File: config.mk
export PLATFORM = sky130hd
export DESIGN_NAME = mem_port_arbiter
export DESIGN_NICKNAME = d
export VERILOG_FILES = /design/src/rtl/mem_arb_pkg.sv /design/src/rtl/mem_arb_watchdog.sv /design/src/rtl/mem_port_arbiter.sv
export SDC_FILE = /design/constraint.sdc
export NUM_CORES = 1
export LEC_CHECK = 0
export BUFFER_PORTS_ARGS = -buffer_cell sky130_fd_sc_hd__buf_4
export CORE_MARGIN = 2
export CORE_UTILIZATION = 52
export DETAILED_ROUTE_END_ITERATION = 8
export PLACE_DENSITY_LB_ADDON = 0.1
export SYNTH_ARGS = -nofsm -noshare
export SYNTH_HDL_FRONTEND = slang
export SYNTH_SLANG_ARGS = --single-unit
File: constraint.sdc
create_clock -name clk -period 8.2 [get_ports clk]
set_clock_uncertainty 0.1 [all_clocks]
set_input_delay 0.82 -clock clk [delete_from_list [all_inputs] [get_ports clk]]
set_output_delay 0.82 -clock clk [all_outputs]
set_load 0.02 [all_outputs]
File: src/rtl/mem_arb_pkg.sv
// Shared types and default sizes for the unified-memory port arbiter.
package mem_arb_pkg;

  typedef enum logic [1:0] {
    IDLE   = 2'd0,
    BUSY_I = 2'd1,
    BUSY_D = 2'd2
  } arb_state_e;

  localparam int unsigned DEF_ADDR_W     = 32;
  localparam int unsigned DEF_DATA_W     = 32;
  localparam int unsigned DEF_TIMEOUT    = 15;
  localparam int unsigned DEF_MAX_D_WINS = 4;
  localparam int unsigned TO_CNT_W       = 8;
  localparam int unsigned WIN_CNT_W      = 8;

endpackage

File: src/rtl/mem_arb_watchdog.sv
// Timeout counter for outstanding memory requests; expire_o flags the busy
// cycle whose increment would make the count reach TIMEOUT.
module mem_arb_watchdog
  import mem_arb_pkg::*;
#(
  parameter int unsigned TIMEOUT = DEF_TIMEOUT
) (
  input  logic clk,
  input  logic reset,
  input  logic clr_i,
  input  logic en_i,
  output logic expire_o
);

  logic [TO_CNT_W-1:0] cnt_q, cnt_d;

  always_comb begin
    cnt_d = cnt_q;
    if (clr_i) begin
      cnt_d = '0;
    end else if (en_i) begin
      cnt_d = cnt_q + 1'b1;
    end
  end

  always_ff @(posedge clk or posedge reset) begin
    if (reset) begin
      cnt_q <= '0;
    end else begin
      cnt_q <= cnt_d;
    end
  end

  // Expiring on TIMEOUT-1 keeps m_req high for exactly TIMEOUT cycles.
  assign expire_o = en_i & (cnt_q == TO_CNT_W'(TIMEOUT - 1));

endmodule

File: src/rtl/mem_port_arbiter.sv
// Single-port memory arbiter: data stage over fetch stage, with a watchdog.
// Optional anti-starvation of fetch: define MEM_ARB_FAIRNESS_EN.
module mem_port_arbiter
  import mem_arb_pkg::*;
#(
  parameter int unsigned ADDR_W     = DEF_ADDR_W,
  parameter int unsigned DATA_W     = DEF_DATA_W,
  parameter int unsigned TIMEOUT    = DEF_TIMEOUT,
  parameter int unsigned MAX_D_WINS = DEF_MAX_D_WINS
) (
  input  logic              clk,
  input  logic              reset,
  input  logic              i_req,
  input  logic [ADDR_W-1:0] i_addr,
  output logic [DATA_W-1:0] i_rdata,
  output logic              i_ack,
  input  logic              d_req,
  input  logic              d_we,
  input  logic [ADDR_W-1:0] d_addr,
  input  logic [DATA_W-1:0] d_wdata,
  output logic [DATA_W-1:0] d_rdata,
  output logic              d_ack,
  output logic              m_req,
  output logic              m_we,
  output logic [ADDR_W-1:0] m_addr,
  output logic [DATA_W-1:0] m_wdata,
  input  logic [DATA_W-1:0] m_rdata,
  input  logic              m_ack,
  output logic              stall_f,
  output logic              stall_m,
  output logic              err
);

  arb_state_e        state_q, state_d;
  logic              m_req_q, m_req_d;
  logic              m_we_q, m_we_d;
  logic [ADDR_W-1:0] m_addr_q, m_addr_d;
  logic [DATA_W-1:0] m_wdata_q, m_wdata_d;
  logic              i_ack_q, i_ack_d;
  logic              d_ack_q, d_ack_d;
  logic [DATA_W-1:0] i_rdata_q, i_rdata_d;
  logic [DATA_W-1:0] d_rdata_q, d_rdata_d;
  logic              err_q, err_d;
  logic              busy, wd_en, wd_expire;
  logic              grant_i, grant_d;

  assign busy  = (state_q != IDLE);
  assign wd_en = busy & ~m_ack;

  mem_arb_watchdog #(
    .TIMEOUT (TIMEOUT)
  ) u_watchdog (
    .clk      (clk),
    .reset    (reset),
    .clr_i    (~busy),
    .en_i     (wd_en),
    .expire_o (wd_expire)
  );

`ifdef MEM_ARB_FAIRNESS_EN
  logic [WIN_CNT_W-1:0] wins_q, wins_d;

  // After MAX_D_WINS data grants in a row with fetch waiting, fetch goes next.
  assign grant_i = i_req & (~d_req | (wins_q == WIN_CNT_W'(MAX_D_WINS)));

  always_comb begin
    wins_d = wins_q;
    if (state_q == IDLE) begin
      if (grant_i) begin
        wins_d = '0;
      end else if (grant_d & i_req) begin
        wins_d = wins_q + 1'b1;
      end
    end
  end

  always_ff @(posedge clk or posedge reset) begin
    if (reset) begin
      wins_q <= '0;
    end else begin
      wins_q <= wins_d;
    end
  end
`else
  logic unused_max_d_wins;

  assign grant_i           = i_req & ~d_req;
  assign unused_max_d_wins = (MAX_D_WINS == 0);
`endif

  assign grant_d = d_req & ~grant_i;

  always_comb begin
    state_d   = state_q;
    m_req_d   = m_req_q;
    m_we_d    = m_we_q;
    m_addr_d  = m_addr_q;
    m_wdata_d = m_wdata_q;
    i_rdata_d = i_rdata_q;
    d_rdata_d = d_rdata_q;
    i_ack_d   = 1'b0;
    d_ack_d   = 1'b0;
    err_d     = 1'b0;
    case (state_q)
      IDLE: begin
        if (grant_d) begin
          state_d   = BUSY_D;
          m_req_d   = 1'b1;
          m_we_d    = d_we;
          m_addr_d  = d_addr;
          m_wdata_d = d_wdata;
        end else if (grant_i) begin
          state_d  = BUSY_I;
          m_req_d  = 1'b1;
          m_we_d   = 1'b0;
          m_addr_d = i_addr;
        end
      end
      BUSY_I, BUSY_D: begin
        // A completion on the expiring cycle still counts as a normal ack.
        if (m_ack) begin
          state_d = IDLE;
          m_req_d = 1'b0;
          if (state_q == BUSY_I) begin
            i_ack_d   = 1'b1;
            i_rdata_d = m_rdata;
          end else begin
            d_ack_d = 1'b1;
            if (!m_we_q) begin
              d_rdata_d = m_rdata;
            end
          end
        end else if (wd_expire) begin
          state_d = IDLE;
          m_req_d = 1'b0;
          err_d   = 1'b1;
          if (state_q == BUSY_I) begin
            i_ack_d   = 1'b1;
            i_rdata_d = '0;
          end else begin
            d_ack_d   = 1'b1;
            d_rdata_d = '0;
          end
        end
      end
      default: begin
        state_d = IDLE;
        m_req_d = 1'b0;
      end
    endcase
  end

  always_ff @(posedge clk or posedge reset) begin
    if (reset) begin
      state_q   <= IDLE;
      m_req_q   <= 1'b0;
      m_we_q    <= 1'b0;
      m_addr_q  <= '0;
      m_wdata_q <= '0;
      i_rdata_q <= '0;
      d_rdata_q <= '0;
      i_ack_q   <= 1'b0;
      d_ack_q   <= 1'b0;
      err_q     <= 1'b0;
    end else begin
      state_q   <= state_d;
      m_req_q   <= m_req_d;
      m_we_q    <= m_we_d;
      m_addr_q  <= m_addr_d;
      m_wdata_q <= m_wdata_d;
      i_rdata_q <= i_rdata_d;
      d_rdata_q <= d_rdata_d;
      i_ack_q   <= i_ack_d;
      d_ack_q   <= d_ack_d;
      err_q     <= err_d;
    end
  end

  assign m_req   = m_req_q;
  assign m_we    = m_we_q;
  assign m_addr  = m_addr_q;
  assign m_wdata = m_wdata_q;
  assign i_rdata = i_rdata_q;
  assign d_rdata = d_rdata_q;
  assign i_ack   = i_ack_q;
  assign d_ack   = d_ack_q;
  assign err     = err_q;

  // Gated by reset so every output reads 0 while reset is held.
  assign stall_f = i_req & ~i_ack_q & ~reset;
  assign stall_m = d_req & ~d_ack_q & ~reset;

endmodule
; Yosys cells after proc, flatten, opt, wreduce, memory -nomap -nowiden
; Cells that the tools add are included.
[word_totals]
register_bits = 143
input_bits = 134
output_inout_bits = 135
wordCells = 80
[classes]
addsub = 1
eq_ne = 7
mux = 36
n_bitwise = 15
reduce_logical = 10
[op_table]
columns = cell, count
row1 = 32-bit 2-to-1 mux, 11
row2 = 1-bit 2-to-1 mux, 17
row3 = 8-bit 2-to-1 mux, 2
row4 = 8-bit by 1-bit adder with 8-bit output (second input constant), 1
row5 = 1-bit AND, 8
row6 = 8-bit by 4-bit equality test with 1-bit output (second input constant), 1
row7 = 2-bit 2-to-1 mux, 4
row8 = 1-bit NOT, 7
row9 = 2-bit AND reduction, 3
row10 = 2-bit nonzero test, 3
row11 = 2-bit one-hot mux with 2 select lines, 1
row12 = 4-bit AND reduction, 1
row13 = 3-bit by 2-bit != test with 1-bit output (second input constant), 1
row14 = 3-bit != test (second input constant), 1
row15 = 3-bit AND reduction, 1
row16 = 2-bit by 1-bit equality test with 1-bit output (second input constant), 1
row17 = 2-bit equality test (second input constant), 1
row18 = 2-bit zero test, 1
row19 = 2-bit by 1-bit != test with 1-bit output (second input constant), 1
row20 = 2-bit != test (second input constant), 1
row21 = 1-bit one-hot mux with 2 select lines, 1
row22 = 2-bit OR reduction, 1

; Longest topological paths before layout
; Gate-level depths: netlist of run 1.
[logic_depth]
ltp_word = 6
depth_mapped = 7
ltp_nobuf = 5

; Cells and area by module
; From an unflattened synthesis of run 1, not the netlist that was laid out.
[hier_totals]
cells_unflattened = 494
hier_area_um2 = 5948.2
[modules_own_cells]
columns = module, instances, cells_each, area_per_inst_um2, seq_area_each_um2
row1 = mem_port_arbiter, 1, 451, 5522.8, 3378.2
row2 = mem_arb_watchdog, 1, 43, 425.4, 200.2

; Least setup slack after synthesis of run 1
; OpenSTA, ideal clock, no wires.
[synth_timing]
path_type = input-to-output
from = in d_req
to = out stall_m
t_arrival_ns = 1.992
t_required_ns = 7.280
setup_slack_ns = 5.288
path_stages = 3
path_buffers = 2
cell_sequence = buf_2 buf_1 nor3b_1
[synth_between]
elab_chain_cells = 2
[synth_rtl]
columns = element, line_no
row1 = from (decl), mem_port_arbiter.sv:17  ; input logic d_req,
row2 = 1-bit AND (2 in a row), mem_port_arbiter.sv:191  ; assign stall_m = d_req & ~d_ack_q & ~reset;
row3 = to (decl), mem_port_arbiter.sv:30  ; output logic stall_m,
; Every way passes these cells.

; Final worst setup path of run 1
[layout_timing]
from = reg state_q[0]
to = reg i_rdata_q[12], in the netlist i_rdata[12]
[layout_between]
elab_chain_cells = 5
word_cells_on_any_way = 8
classes_between = 2 x eq/ne / 2 x bitwise / 4 x reduce/logical
[layout_rtl]
columns = element, line_no
row1 = from (decl), mem_port_arbiter.sv:34  ; arb_state_e state_q, state_d;
row2 = from (signal assigned), mem_port_arbiter.sv:166  ; state_q <= state_d;
row3 = 2-bit nonzero test, mem_port_arbiter.sv:47  ; assign busy = (state_q != IDLE);
row4 = 1-bit AND, mem_port_arbiter.sv:48  ; assign wd_en = busy & ~m_ack;
row5 = 1-bit AND, mem_arb_watchdog.sv:35  ; assign expire_o = en_i & (cnt_q == TO_CNT_W'(TIMEOUT - 1));
row6 = 2-bit nonzero test (no line), --
row7 = 3-bit AND reduction (no line) (*), --
row8 = to (signal assigned), mem_port_arbiter.sv:171  ; i_rdata_q <= i_rdata_d;
row9 = to (decl), mem_port_arbiter.sv:41  ; logic [DATA_W-1:0] i_rdata_q, i_rdata_d;
; Every way passes the cells marked *; elsewhere a longest branch is shown, timed or not.
; A chain may end at the register's enable or synchronous reset.

==> results of run 1 <==
power by group through the flow:
stage,logic (W),registers [W],clock network [W]
floorplan,0.000631,0.00151,0
global placement,0.00161,0.00118,0
detailed placement,0.00165,0.00120,0
CTS,0.00166,0.00120,0.000786
global route,0.00178,0.00124,0.000811
finish,0.00164,0.00120,0.000772
kinds of logic after synthesis:
| kind of cell | count (synthesis) |
|---|---|
| and+or+nand+nor | 168 |
| AOI/OAI and AO/OA | 143 |
| DFF | 143 |
| muxes | 65 |
| buffers and inverters | 52 |
| xor gates and xnor gates | 4 |
| adders and majority gates | 4 |
routing by layer:
layer	routed length (um)	share of wire, %	up-vias	track usage (%)
met5	0	0	-	0
met3	1240	6.9	25	7.20
met4	392	2.2	0	10.2
met1	6970	39	2698	33.7
li1	-	-	2563	-
met2	9420	52	219	48.2
cells in the mapped netlist, types with 2 or more instances:
cell type / number
a21oi_1: 6
a221oi_2: 2
a22o_1: 31
a31o_1: 27
a31o_2: 4
buf_1: 8
buf_2: 5
buf_4: 2
clkbuf_1: 28
dfrtp_1: 143
ha_1: 4
inv_1: 8
mux2_2: 32
mux2i_1: 33
nand2_1: 131
nand2b_1: 5
nand3b_1: 2
nand4b_1: 2
nor2_1: 7
nor2b_1: 3
nor3_1: 4
nor3b_1: 2
o211ai_1: 32
o21ai_0: 37
o31ai_1: 2
or3_1: 4
xor2_1: 3
worst paths after layout:
kind                                        start                       to  slack [ps]  depth (start not counted)
setup / recovery           state_q[0]$_DFFE_PP0P_  i_rdata[12]$_DFFE_PP0P_        5280                          6
hold / removal                              reset   m_addr[31]$_DFFE_PP0P_         380                          2
setup reg to reg           state_q[0]$_DFFE_PP0P_  i_rdata[12]$_DFFE_PP0P_        5280                          6
hold reg to reg             m_addr[9]$_DFFE_PP0P_    m_addr[9]$_DFFE_PP0P_         380                          2
max in group asynchronous                   reset  i_rdata[10]$_DFFE_PP0P_        6140                          3
min in group clk            m_addr[9]$_DFFE_PP0P_    m_addr[9]$_DFFE_PP0P_         380                          2
state kept, by name, indices dropped and copies added (netlist names):
register          cells
state_q               2
u_watchdog.cnt_q      8
d_rdata              32
m_req                 1
err                   1
m_we                  1
m_wdata              32
i_rdata              32
d_ack                 1
m_addr               32
i_ack                 1
worst max-delay path, cell delays in order (launching register included):
cell and delay (ps):
dfrtp_1 390, inv_1 70, ha_1 400, or4b_1 620
or3_1 640, buf_4 340, a31o_1 250
cell type report:
| cell class | count | share of cell area [%] |
|---|---|---|
| repair buffers | 278 | 23.0 |
| inverters | 8 | 0.386 |
| well taps | 147 | 2.03 |
| clock inverters | 5 | 0.827 |
| clock buffers | 26 | 5.83 |
| multi-input cells | 384 | 28.5 |
| flip-flops and latches | 143 | 39.4 |
metrics by stage:
step | util, % | hold slack (ps) | power [W] | std cells | cell area [um^2]
after floorplan | - | 420 | 0.00214 | 579 | 6350
after global placement | 70.8 | 364 | 0.00279 | 960 | 8470
after detailed placement | 70.8 | 371 | 0.00285 | 960 | 8470
after CTS | 75.9 | 381 | 0.00364 | 991 | 9080
after global routing | 75.9 | 404 | 0.00383 | 991 | 9080
final | 75.9 | 378 | 0.00362 | 991 | 9080
==> flow_metrics.tcl, run 1 <==
set metrics [dict create \
    status "completed" \
    hold_path_class "primary input to async pin" \
    final_cell_mix "278 x buf_4, 143 x dfrtp_1, 131 x nand2_1" \
    layout_min_cycle_time_ps 2920 \
    multiInputGateArea_um2 2590 \
    hold_violations 0 \
    n_fill_cell 837 \
    synth.distinct_cells 39 \
    cts.sinks 143 \
    place_ws_ps 5290 \
    core_area_um2 12000 \
    netlist.area_leader.share_pct 56.3 \
    synth_edf_count 0 \
    globalRoute.totalOverflow 0 \
    synth_compound_area_share_pct 16.7 \
    worst-slew-pin-transition_ps 1100 \
    crit_type "register to register" \
    io_buffer_count 268 \
    drt-total-wl_um 18000 \
    synthesis.area_um2 6350 \
    grt_pass1_vias 5585 \
    finalSetupViolations 0 \
    postSynthAreaPerCell_um2 11.0 \
    synthAdderAreaFrac_pct 0.788 \
    drc 0 \
    ys_ff_latch 143 \
    cts_tree "yes" \
    postSynth.asyncResetShare_pct 100 \
    io_pins 269 \
    syn-instance-count 579 \
    start_kind "register" \
    cts_resized 0 \
    clockPowerShare_pct 21.4 \
    grt_pass1_wl_um 28200 \
    internal_power_w 0.00223 \
    switching_share_pct 38.2 \
    power.leakage_nw 4.28 \
    syn_to_final_growth_pct 42.9 \
    htreeDepth 4 \
    synth_top_family_by_area "compound AO/OA/AOI/OAI gates" \
    detail-route-antenna-nets 0 \
    fp.dieW_um 115 \
    grt_start_max_net_pins 88 \
    initial_core_util_pct 53.1 \
    place.gp.congestion 0.833 \
    cp.required_ps 8390 \
    relSlewSlack_pct 26.8 \
    wire_per_inst_um 18.2 \
    crit_fanout 18 \
    antenna_found_initial 0 \
    grt_usage_pct 27.9 \
    synth.mux.area_fraction_pct 10.9 \
    avgViaCountPerCell 5.55 \
    maxCapViolations 0 \
    comb_power_share_pct 45.5 \
    synth_ff_type "dfrtp_1" \
    synth_area_leaders "dfrtp_1 56%, nand2_1 7.7%, mux2_2 5.7%" \
    rows 40 \
    die_height_um 115 \
    diodes 0 \
    path_clk_slew_ps 60 \
    drive_gt1_share_pct 41.5 \
    final_common_cell "buf_4" \
    final.period_utilization_pct 35.7 \
    cts_root_buf "clkbuf_16" \
    slew_viol_final 0 \
    max_freq_mhz 342 \
    critPathArrivalTime_ps 3110 \
    dp_hpwl_um 12800 \
    cts_setup_buffers 0 \
    ir_drop_v 0.000235 \
    hold_buffers 0 \
    synth_fp_nets 717 \
    synth_simple_gate_area_share_pct 11.3 \
    final-seq-area_um2 3580 \
    p_sw_w 0.00138 \
    vias 5505 \
    rsz0062_at_grt "no" \
    die-area_um2 13100 \
    fin_nets 970 \
    synth-xor-area-share_pct 0.552 \
    clk_path_buf_depth 2 \
    endpoint_kind "register" \
    firstDrtPassIters 5 \
    yosysWarnings 0 \
    final.setup.tns_ps 0 \
    yosysSeqAreaShare_pct 56.3 \
    drtIter0Drc 471 \
    cts_buffers 17 \
    clkLatencyLatePin_ps 410 \
    fin_ws_ps 5280 \
    p_seq_share_pct 33.2 \
    yosys.area.top_type "dfrtp_1" \
    power_density_nw_per_um2 398 \
]
Power figures use the tool's default switching activity.
==> inputs of run 2 (changes only) <==
Settings changed: ABC_AREA from default to 1, CORE_UTILIZATION 52 to 43.
Clock period 8.2 ns to 2.6 ns, I/O delays scaled along.
==> run 2 against run 1 <==
  * Die area rose by 21%
  * Clock power rose to 3.3 times the previous value
  * Combinational power rose to 3.3 times the previous value
  * Register-to-register slack got worse by 5000 ps
  * Synthesized cell count rose by 34%
  * Sequential power rose to 3.2 times the previous value
  * Hold slack got worse by 370 ps
  * Power rose to 3.3 times the previous value
  * Design area rose by 8.5%
  * Maximum frequency rose by 24%
  * Wire length rose by 12%
  * Global-route usage fell by 2.0 points
  * Critical path type unchanged
  * Largest cell class unchanged
==> flow_metrics.tcl, run 2 <==
set metrics [dict create \
    r2r_slack_ps 240 \
    final.setup.tns_ps 0 \
    globalRoute.totalOverflow 0 \
    postSynth.asyncResetShare_pct 100 \
    cts_setup_buffers 0 \
    final.period_utilization_pct 90.7 \
    postSynthAreaPerCell_um2 8.27 \
    path_clk_slew_ps 60 \
    synth_area_leaders "dfrtp_1 56%, nand2_1 21%, nand4_1 6.7%" \
    synthesis.area_um2 6400 \
    io_buffer_count 268 \
    cts_root_buf "clkbuf_16" \
    avgViaCountPerCell 4.99 \
    dp_hpwl_um 13200 \
    synth_ff_type "dfrtp_1" \
    grt_pass1_wl_um 32800 \
    status "completed" \
    hold_violations 0 \
    netlist.area_leader.share_pct 55.9 \
    slew_viol_final 0 \
    rr_worst_depth 8 \
    layout_min_cycle_time_ps 2360 \
    firstDrtPassIters 5 \
    vias 6446 \
    crit_fanout 36 \
    yosys.cell_count.top_type "nand2_1" \
    finalSetupViolations 0 \
    syn-instance-count 774 \
    ys_ff_latch 143 \
    yosys.area.top_type "dfrtp_1" \
    rsz0062_at_grt "no" \
    relSlewSlack_pct 34.6 \
    worst-slew-pin-transition_ps 975 \
    critPathArrivalTime_ps 2610 \
    hold_path_class "primary input to register" \
    drc 0 \
    worstSetupEndpoint "m_addr[27]$_DFFE_PP0P_" \
    synth.distinct_cells 24 \
    fp.dieW_um 126 \
    whs_ps 7.00 \
    cts.sinks 143 \
    diodes 0 \
    ir_drop_v 0.000564 \
    clk_path_buf_depth 2 \
    die-area_um2 15900 \
    r2r_end "m_addr[27]$_DFFE_PP0P_" \
    maxCapViolations 0 \
    cp.required_ps 2850 \
    final_cell_mix "351 x nand2_1, 282 x buf_4, 143 x dfrtp_1" \
    crit-reg2reg-launch "state_q[1]$_DFFE_PP0P_" \
    core_area_um2 14500 \
    htreeDepth 4 \
    antenna_found_initial 0 \
    cts_tree "yes" \
    drive_gt1_share_pct 29.2 \
    drtIter0Drc 510 \
    max_freq_mhz 424 \
    wire_per_inst_um 15.6 \
    power_density_nw_per_um2 1200 \
    final_common_cell "nand2_1" \
    start_kind "register" \
    die_height_um 126 \
    grt_start_max_net_pins 94 \
    place.gp.congestion 0.901 \
    clkLatencyLatePin_ps 420 \
    endpoint_kind "register" \
    fin_nets 1235 \
    grt_pass1_vias 6531 \
    synth_common_cells "351 x nand2_1, 143 x dfrtp_1, 69 x nand4_1" \
    yosysSeqAreaShare_pct 55.9 \
    cts_buffers 17 \
    grt_usage_pct 25.9 \
    synth_fp_nets 912 \
    io_pins 269 \
    critPathLaunch "state_q[1]$_DFFE_PP0P_" \
    detail-route-antenna-nets 0 \
    crit_type "register to register" \
    power.leakage_nw 5.39 \
    rows 44 \
    syn_to_final_growth_pct 53.9 \
    synth_edf_count 0 \
    drt-total-wl_um 20100 \
    initial_core_util_pct 44.0 \
    yosysWarnings 0 \
]
## run 2: repair_timing
action / 4_1_cts / 5_1_grt
setup endpoints to repair: 0 / 0
resized for setup: 0 / 0
endpoints found under the hold margin: 157 / 0
hold buffers: 72 / 0
## run 2: worst max-delay path, stage by stage (launching register included)
cell and delay, ps:
dfrtp_1 370, inv_1 80, ha_2 250, inv_1 150
a21oi_4 150, buf_4 340, nor2_1 90, a31oi_1 170
dlygate4sd3_1 580
## run 2: cells by family after synthesis
logic type,share of synthesized area (%)
buffers and inverters,7.53
AND/OR/NAND/NOR,31.7
adder cells (fa/ha/maj),0.782
AO/OA/AOI/OAI,4.03
flip-flops,55.9
## run 2: layout make-up
class                   count  area [um^2]
inverters                  54          206
well taps                 184          230
flip-flops and latches    143         3580
multi-input cells         526         2350
fillers                  1212         4690
clock buffers              22          494
repair buffers            355         2860
clock inverters             9          131
## run 2: stage by stage
stage / instance area (um^2) / worst slack (ps) / utilization (%) / total power, W / std cells
2_1_floorplan: 6400 / 449 / - / 0.00677 / 774
3_3_place_gp: 8500 / 521 / 58.5 / 0.00902 / 1190
3_5_place_dp: 8500 / 465 / 58.5 / 0.00909 / 1190
4_1_cts: 9850 / 347 / 67.7 / 0.0119 / 1293
5_1_grt: 9850 / 109 / 67.7 / 0.0125 / 1293
6_report: 9850 / 243 / 67.7 / 0.0118 / 1293
## run 2: worst min path at each step
stage / cells after the start / end / from / slack [ps]
final: 3 / i_rdata[15]$_DFFE_PP0P_ / m_rdata[15] / 7
after floorplan: 2 / m_wdata[0]$_DFFE_PP0P_ / d_wdata[0] / 270
after global routing: 3 / m_addr[19]$_DFFE_PP0P_ / i_addr[19] / 5
after CTS: 3 / i_rdata[22]$_DFFE_PP0P_ / m_rdata[22] / 0.01
after detailed placement: 3 / m_wdata[8]$_DFFE_PP0P_ / d_wdata[8] / 360
after global placement: 3 / m_wdata[9]$_DFFE_PP0P_ / d_wdata[9] / 350
## run 2: report_power, final
group	leakage (nW)	switching (W)	internal (W)
Clock	0.300	0.000945	0.00163
Combinational	3.31	0.00330	0.00215
Sequential	1.78	0.000603	0.00322
Total	5.39	0.00485	0.00700
## run 2: per-layer routing
layer / wire, um / part of all wire [%] / up-vias / track usage, %
met5: 0 / 0 / - / 0
met4: 665 / 3.3 / 0 / 11.3
met3: 1380 / 6.9 / 47 / 7.18
met2: 9830 / 49 / 259 / 42.7
met1: 8270 / 41 / 3013 / 32.1
li1: - / - / 3127 / -
